===== src/rtl/cmd_pkg.sv =====
// Shared constants, FSM states and frame sizing for the command-frame link.
package cmd_pkg;

  localparam logic [7:0] OP_SET = 8'd3;
  localparam logic [7:0] OP_GET = 8'd4;
  localparam logic [7:0] OP_DEL = 8'd5;

  localparam int BITS_PER_BYTE = 8;

  typedef enum logic [2:0] {
    ST_IDLE,
    ST_ALIGN,
    ST_START,
    ST_DATA,
    ST_STOP
  } state_e;

  function automatic int frame_len(input int val_bytes);
    return 3 + val_bytes;
  endfunction

endpackage


===== src/rtl/tick_edge.sv =====
// Synchronizes the asynchronous baud square wave and emits a one-clock
// pulse on each of its rising edges.
module tick_edge #(
  parameter int SYNC_STAGES = 2
) (
  input  logic clock,
  input  logic rst_n,
  input  logic ticker_i,
  output logic tick_o
);

  logic [SYNC_STAGES-1:0] sync_q;
  logic                   prev_q;

  always_ff @(posedge clock or negedge rst_n) begin
    if (!rst_n) begin
      sync_q <= '0;
      prev_q <= 1'b0;
    end else begin
      sync_q <= {sync_q[SYNC_STAGES-2:0], ticker_i};
      prev_q <= sync_q[SYNC_STAGES-1];
    end
  end

  assign tick_o = sync_q[SYNC_STAGES-1] & ~prev_q;

endmodule


===== src/rtl/cmd_framer.sv =====
// Serializes one opcode/key/value command into a checksummed UART-style
// frame, paced by the shared baud strobe.
module cmd_framer
  import cmd_pkg::*;
#(
  parameter int VAL_BYTES   = 2,
  parameter int SYNC_STAGES = 2
) (
  input  logic                   clock,
  input  logic                   rst_n,
  input  logic                   ticker,
  input  logic                   cmd_valid,
  output logic                   cmd_ready,
  input  logic [7:0]             cmd_opcode,
  input  logic [7:0]             cmd_key,
  input  logic [8*VAL_BYTES-1:0] cmd_value,
  output logic                   signal,
  output logic                   busy,
  output logic                   frame_done
);

  localparam int FLEN = frame_len(VAL_BYTES);
  localparam int NLAT = FLEN - 1;
  localparam int IW   = $clog2(FLEN + 1);
  localparam logic [IW-1:0] LAST = IW'(FLEN - 1);
  localparam logic [2:0] BIT_LAST = 3'(BITS_PER_BYTE - 1);

  state_e                 state_q, state_d;
  logic [2:0]             bit_cnt_q, bit_cnt_d;
  logic [IW-1:0]          byte_idx_q, byte_idx_d;
  logic [7:0]             shift_q, shift_d;
  logic                   signal_q, signal_d;
  logic                   done_q, done_d;
  logic [NLAT-1:0][7:0]   lat_q, lat_d;
  logic [FLEN-1:0][7:0]   frame_b;
  logic [7:0]             csum;
  logic                   tick;

  tick_edge #(
    .SYNC_STAGES(SYNC_STAGES)
  ) u_tick (
    .clock   (clock),
    .rst_n   (rst_n),
    .ticker_i(ticker),
    .tick_o  (tick)
  );

  // Checksum always derives from the latched copy, never the live inputs
  always_comb begin
    csum = '0;
    for (int i = 0; i < NLAT; i++) csum = csum ^ lat_q[i];
    frame_b = {csum, lat_q};
  end

  always_comb begin
    state_d    = state_q;
    bit_cnt_d  = bit_cnt_q;
    byte_idx_d = byte_idx_q;
    shift_d    = shift_q;
    signal_d   = signal_q;
    done_d     = 1'b0;
    lat_d      = lat_q;
    unique case (state_q)
      ST_IDLE: begin
        signal_d = 1'b1;
        if (cmd_valid) begin
          state_d    = ST_ALIGN;
          bit_cnt_d  = '0;
          byte_idx_d = '0;
          lat_d[0]   = cmd_opcode;
          lat_d[1]   = cmd_key;
          for (int i = 0; i < VAL_BYTES; i++)
            lat_d[2+i] = cmd_value[8*(VAL_BYTES-1-i) +: 8];
        end
      end
      ST_ALIGN: begin
        if (tick) begin
          state_d  = ST_START;
          signal_d = 1'b0;
          shift_d  = frame_b[0];
        end
      end
      ST_START: begin
        if (tick) begin
          state_d   = ST_DATA;
          bit_cnt_d = '0;
          signal_d  = shift_q[0];
        end
      end
      ST_DATA: begin
        if (tick) begin
          if (bit_cnt_q == BIT_LAST) begin
            state_d  = ST_STOP;
            signal_d = 1'b1;
          end else begin
            shift_d   = shift_q >> 1;
            bit_cnt_d = bit_cnt_q + 3'd1;
            signal_d  = shift_q[1];
          end
        end
      end
      ST_STOP: begin
        if (tick) begin
          if (byte_idx_q == LAST) begin
            state_d = ST_IDLE;
            done_d  = 1'b1;
          end else begin
            state_d    = ST_START;
            byte_idx_d = byte_idx_q + 1'b1;
            shift_d    = frame_b[byte_idx_q + 1'b1];
            signal_d   = 1'b0;
          end
        end
      end
      default: state_d = ST_IDLE;
    endcase
  end

  always_ff @(posedge clock or negedge rst_n) begin
    if (!rst_n) begin
      state_q    <= ST_IDLE;
      bit_cnt_q  <= '0;
      byte_idx_q <= '0;
      shift_q    <= '0;
      signal_q   <= 1'b1;
      done_q     <= 1'b0;
      lat_q      <= '0;
    end else begin
      state_q    <= state_d;
      bit_cnt_q  <= bit_cnt_d;
      byte_idx_q <= byte_idx_d;
      shift_q    <= shift_d;
      signal_q   <= signal_d;
      done_q     <= done_d;
      lat_q      <= lat_d;
    end
  end

  assign signal     = signal_q;
  assign busy       = (state_q != ST_IDLE);
  assign cmd_ready  = (state_q == ST_IDLE);
  assign frame_done = done_q;

endmodule

===== config.mk =====
export PLATFORM = sky130hd
export DESIGN_NAME = cmd_framer
export DESIGN_NICKNAME = d
export VERILOG_FILES = /design/src/rtl/cmd_pkg.sv /design/src/rtl/tick_edge.sv /design/src/rtl/cmd_framer.sv
export SDC_FILE = /design/constraint.sdc
export NUM_CORES = 1
export LEC_CHECK = 0
export CORE_AREA = 2 2 80 82
export DETAILED_ROUTE_END_ITERATION = 8
export DIE_AREA = 0 0 82 84
export MAX_ROUTING_LAYER = met4
export PLACE_DENSITY = 0.71
export SKIP_LAST_GASP = 1
export SYNTH_ARGS = -nofsm -noshare
export SYNTH_HDL_FRONTEND = slang
export SYNTH_SLANG_ARGS = --single-unit
export TNS_END_PERCENT = 50

===== constraint.sdc =====
create_clock -name clock -period 7.3 [get_ports clock]
set_clock_uncertainty 0.05 [all_clocks]
set_input_delay 2.19 -clock clock [delete_from_list [all_inputs] [get_ports clock]]
set_output_delay 2.19 -clock clock [all_outputs]
set_load 0.02 [all_outputs]

==> results.json <==
{
  "peakVddDrop_v": 0.0001815,
  "crit_fanout": 21,
  "drtIter0Drc": 82,
  "finalHoldViolCount": 0,
  "ys_seq_elements": 54,
  "avgViaCountPerCell": 5.517,
  "gp_congestion": 0.8008,
  "combPwrFrac_pct": 44.6,
  "post_drt_wl_per_cell_um": 14.67,
  "synth_area_um2": 2849,
  "grt_pass1_wl_um": 8887,
  "switchingPower_uw": 468.6,
  "synth_cell_types": 38,
  "hold_depth": 0,
  "cts_buffers": 5,
  "clkLatencyLatePin_ns": 0.30,
  "syn_inst": 237,
  "die_area_um2": 6888,
  "r2r_start": "byte_idx_q[0]",
  "synthAdderAreaFrac_pct": 1.757,
  "p_sw_share_pct": 33.80,
  "yosysTopAreaCellShare_pct": 46.55,
  "postCtsSetupBuffers": 0,
  "clkPwrFrac_pct": 13.8,
  "drv_cap": 0,
  "maxSlewHeadroom_pct": 53.29,
  "drtAntennaViolNets": 0,
  "grt_max_degree": 55,
  "yosysTopAreaCell": "dfrtp_1",
  "hold_buffers": 0,
  "clk_pin_slew_ns": 0.09,
  "period_needed_ns": 4.173,
  "antenna_found_initial": 0,
  "antenna_cells": 0,
  "p_leak_nw": 1.392,
  "hpwl_um": 3553,
  "gr-usage-all-layers_pct": 17.15,
  "worst_pin_slew_ns": 0.6992,
  "synth_edf_count": 0,
  "syn_nets": 277,
  "cp-start-kind": "register",
  "vias": 1931,
  "p_seq_share_pct": 41.6,
  "max_freq_ghz": 0.2396,
  "wl_um": 5135,
  "initial_core_util_pct": 46.74,
  "clkSinkCount": 54,
  "p_int_uw": 917.7,
  "worstHoldStart": "u_tick.sync_q[0]",
  "die_h_um": 84,
  "num_rows": 29,
  "synth_compound_area_share_pct": 11.33,
  "setup_viol": 0,
  "first_pass_iters": 4,
  "critical_path_class": "reg -> out",
  "cp_data_required_time_ns": 5.06,
  "synth_top_family_by_area": "multiplexers",
  "core_um2": 6096,
  "cts_root_buffer": "clkbuf_8",
  "synthTopCellsByCount": "dfrtp_1 (53), mux2_2 (33), xnor2_1 (23)",
  "muxShareOfSynthArea_pct": 23.19,
  "drc": 0,
  "rsz0062_at_grt": "no",
  "synth_most_common_cell": "dfrtp_1",
  "num-nets-final": 312,
  "r2r_setup_slack_ns": 4.45,
  "synth_ff_type": "dfrtp_1",
  "overflow": 0,
  "whs_ns": 0.3045,
  "synth_simple_gate_area_share_pct": 5.841,
  "synth_xor_area_share_pct": 7.686,
  "status": "complete, no violations",
  "ctsResizeCount": 0,
  "htreeDepth": 2,
  "grt_pass1_vias": 1905,
  "synth-async-reset-ratio_pct": 100.0,
  "area_growth_pct": 19.37,
  "fin_tns_setup_ns": 0,
  "finalMaxSlewViolations": 0,
  "end_kind": "output pin",
  "clock_path_buffers": 2,
  "cellPowerDensity_nw_per_um2": 407.7,
  "seq_area_frac_synth_pct": 47.47,
  "fin_crit_sh_pct": 57.16,
  "io_buffers": 39,
  "syn_avg_cell_area_um2": 12.02,
  "fp.dieW_um": 82,
  "ios": 40,
  "hold_class": "reg -> reg",
  "synth.area.top_cells": "dfrtp_1 (47%), mux2_2 (13%), xnor2_1 (7.1%)",
  "drive_gt1_share_pct": 19.78,
  "rr_worst_depth": 6,
  "arrival_ns": 1.93,
  "yosysWarnings": 0,
  "hold_end": "u_tick.sync_q[1]",
  "tritoncts": "yes",
  "worstReg2RegEnd": "shift_q[5]"
}
## state kept, by name, indices dropped and copies added, names as in the netlist
register,cells
shift_q,8
byte_idx_q,3
frame_done,1
u_tick.sync_q,2
state_q,3
bit_cnt_q,3
u_tick.prev_q,1
frame_b,32
signal,1
## placed cells by master, fill, tap and decap left out, drive strengths merged, types with 2 or more instances in the layout
cell           instances
a21oi                 11
nor2                   7
o22ai                 10
mux2i                  3
nand2                  9
mux4                   8
a22o                   2
mux2                  40
xnor2                 23
clkbuf                 8
buf                    3
clkdlybuf4s50         38
dfrtp                 53
xor2                   2
a2bb2oi                7
nor2b                  3
nor3                   4
nand2b                 4
ha                     4
inv                    6
o21ai                 14
## layer usage
layer | vias to the layer above | routed length [µm] | track usage, % | share of wire (%)
li1 | 933 | - | - | -
met1 | 960 | 2371 | 21.50 | 46
met3 | 2 | 183 | 4.004 | 3.6
met5 | - | 0 | - | 0
met4 | 0 | 31 | 4.848 | 0.60
met2 | 36 | 2549 | 27.64 | 50
## through the flow
| step | setup WS (ns) | cells | area [µm²] | util [%] | power [mW] |
|---|---|---|---|---|---|
| 6_report | 3.127 | 350 | 3401 | 55.79 | 1.386 |
| 5_1_grt | 2.982 | 350 | 3401 | 55.79 | 1.490 |
| 4_1_cts | 3.123 | 350 | 3401 | 55.79 | 1.399 |
| 3_5_place_dp | 3.473 | 342 | 3291 | 53.98 | 1.207 |
| 3_3_place_gp | 3.483 | 342 | 3291 | 53.98 | 1.186 |
| 2_1_floorplan | 3.836 | 237 | 2849 | - | 1.077 |
## power by group through the flow
stage                     sequential, mW  combinational (mW)  clock, mW
after floorplan                    0.527               0.550          0
after global placement             0.579               0.607          0
after detailed placement           0.585               0.622          0
after CTS                          0.579               0.623      0.197
after global routing               0.602               0.680      0.208
final                              0.577               0.618      0.191
## worst max path at each step
stage / cells past startpoint / to / slack (ns) / startpoint
after floorplan: 2 / busy / 3.84 / state_q[0]
after global placement: 2 / cmd_ready / 3.48 / state_q[1]
after detailed placement: 2 / cmd_ready / 3.47 / state_q[1]
after CTS: 2 / cmd_ready / 3.12 / state_q[1]
after global routing: 2 / cmd_ready / 2.98 / state_q[1]
final: 2 / cmd_ready / 3.13 / state_q[1]
## cell type report
type	instances	area (µm²)
inverter	6	22.52
clock buffer	8	110.1
timing repair buffer	41	400.4
multi-input combinational	164	1419
fill	534	2695
sequential	54	1353
tap	77	96.34
## worst max-delay path, stage by stage, from the launching register on
cell	delay, ns
dfrtp_1	0.61
nor3_1	0.36
clkdlybuf4s50_1	0.66
## cells by family after synthesis
kind of cell,Yosys count
multiplexers,51
adder cells (fa/ha/maj),4
buffers and inverters,19
XOR/XNOR,25
AND/OR/NAND/NOR,33
flip-flops,54
AO/OA/AOI/OAI,51
No activity file was read; power rests on OpenSTA's default activity.
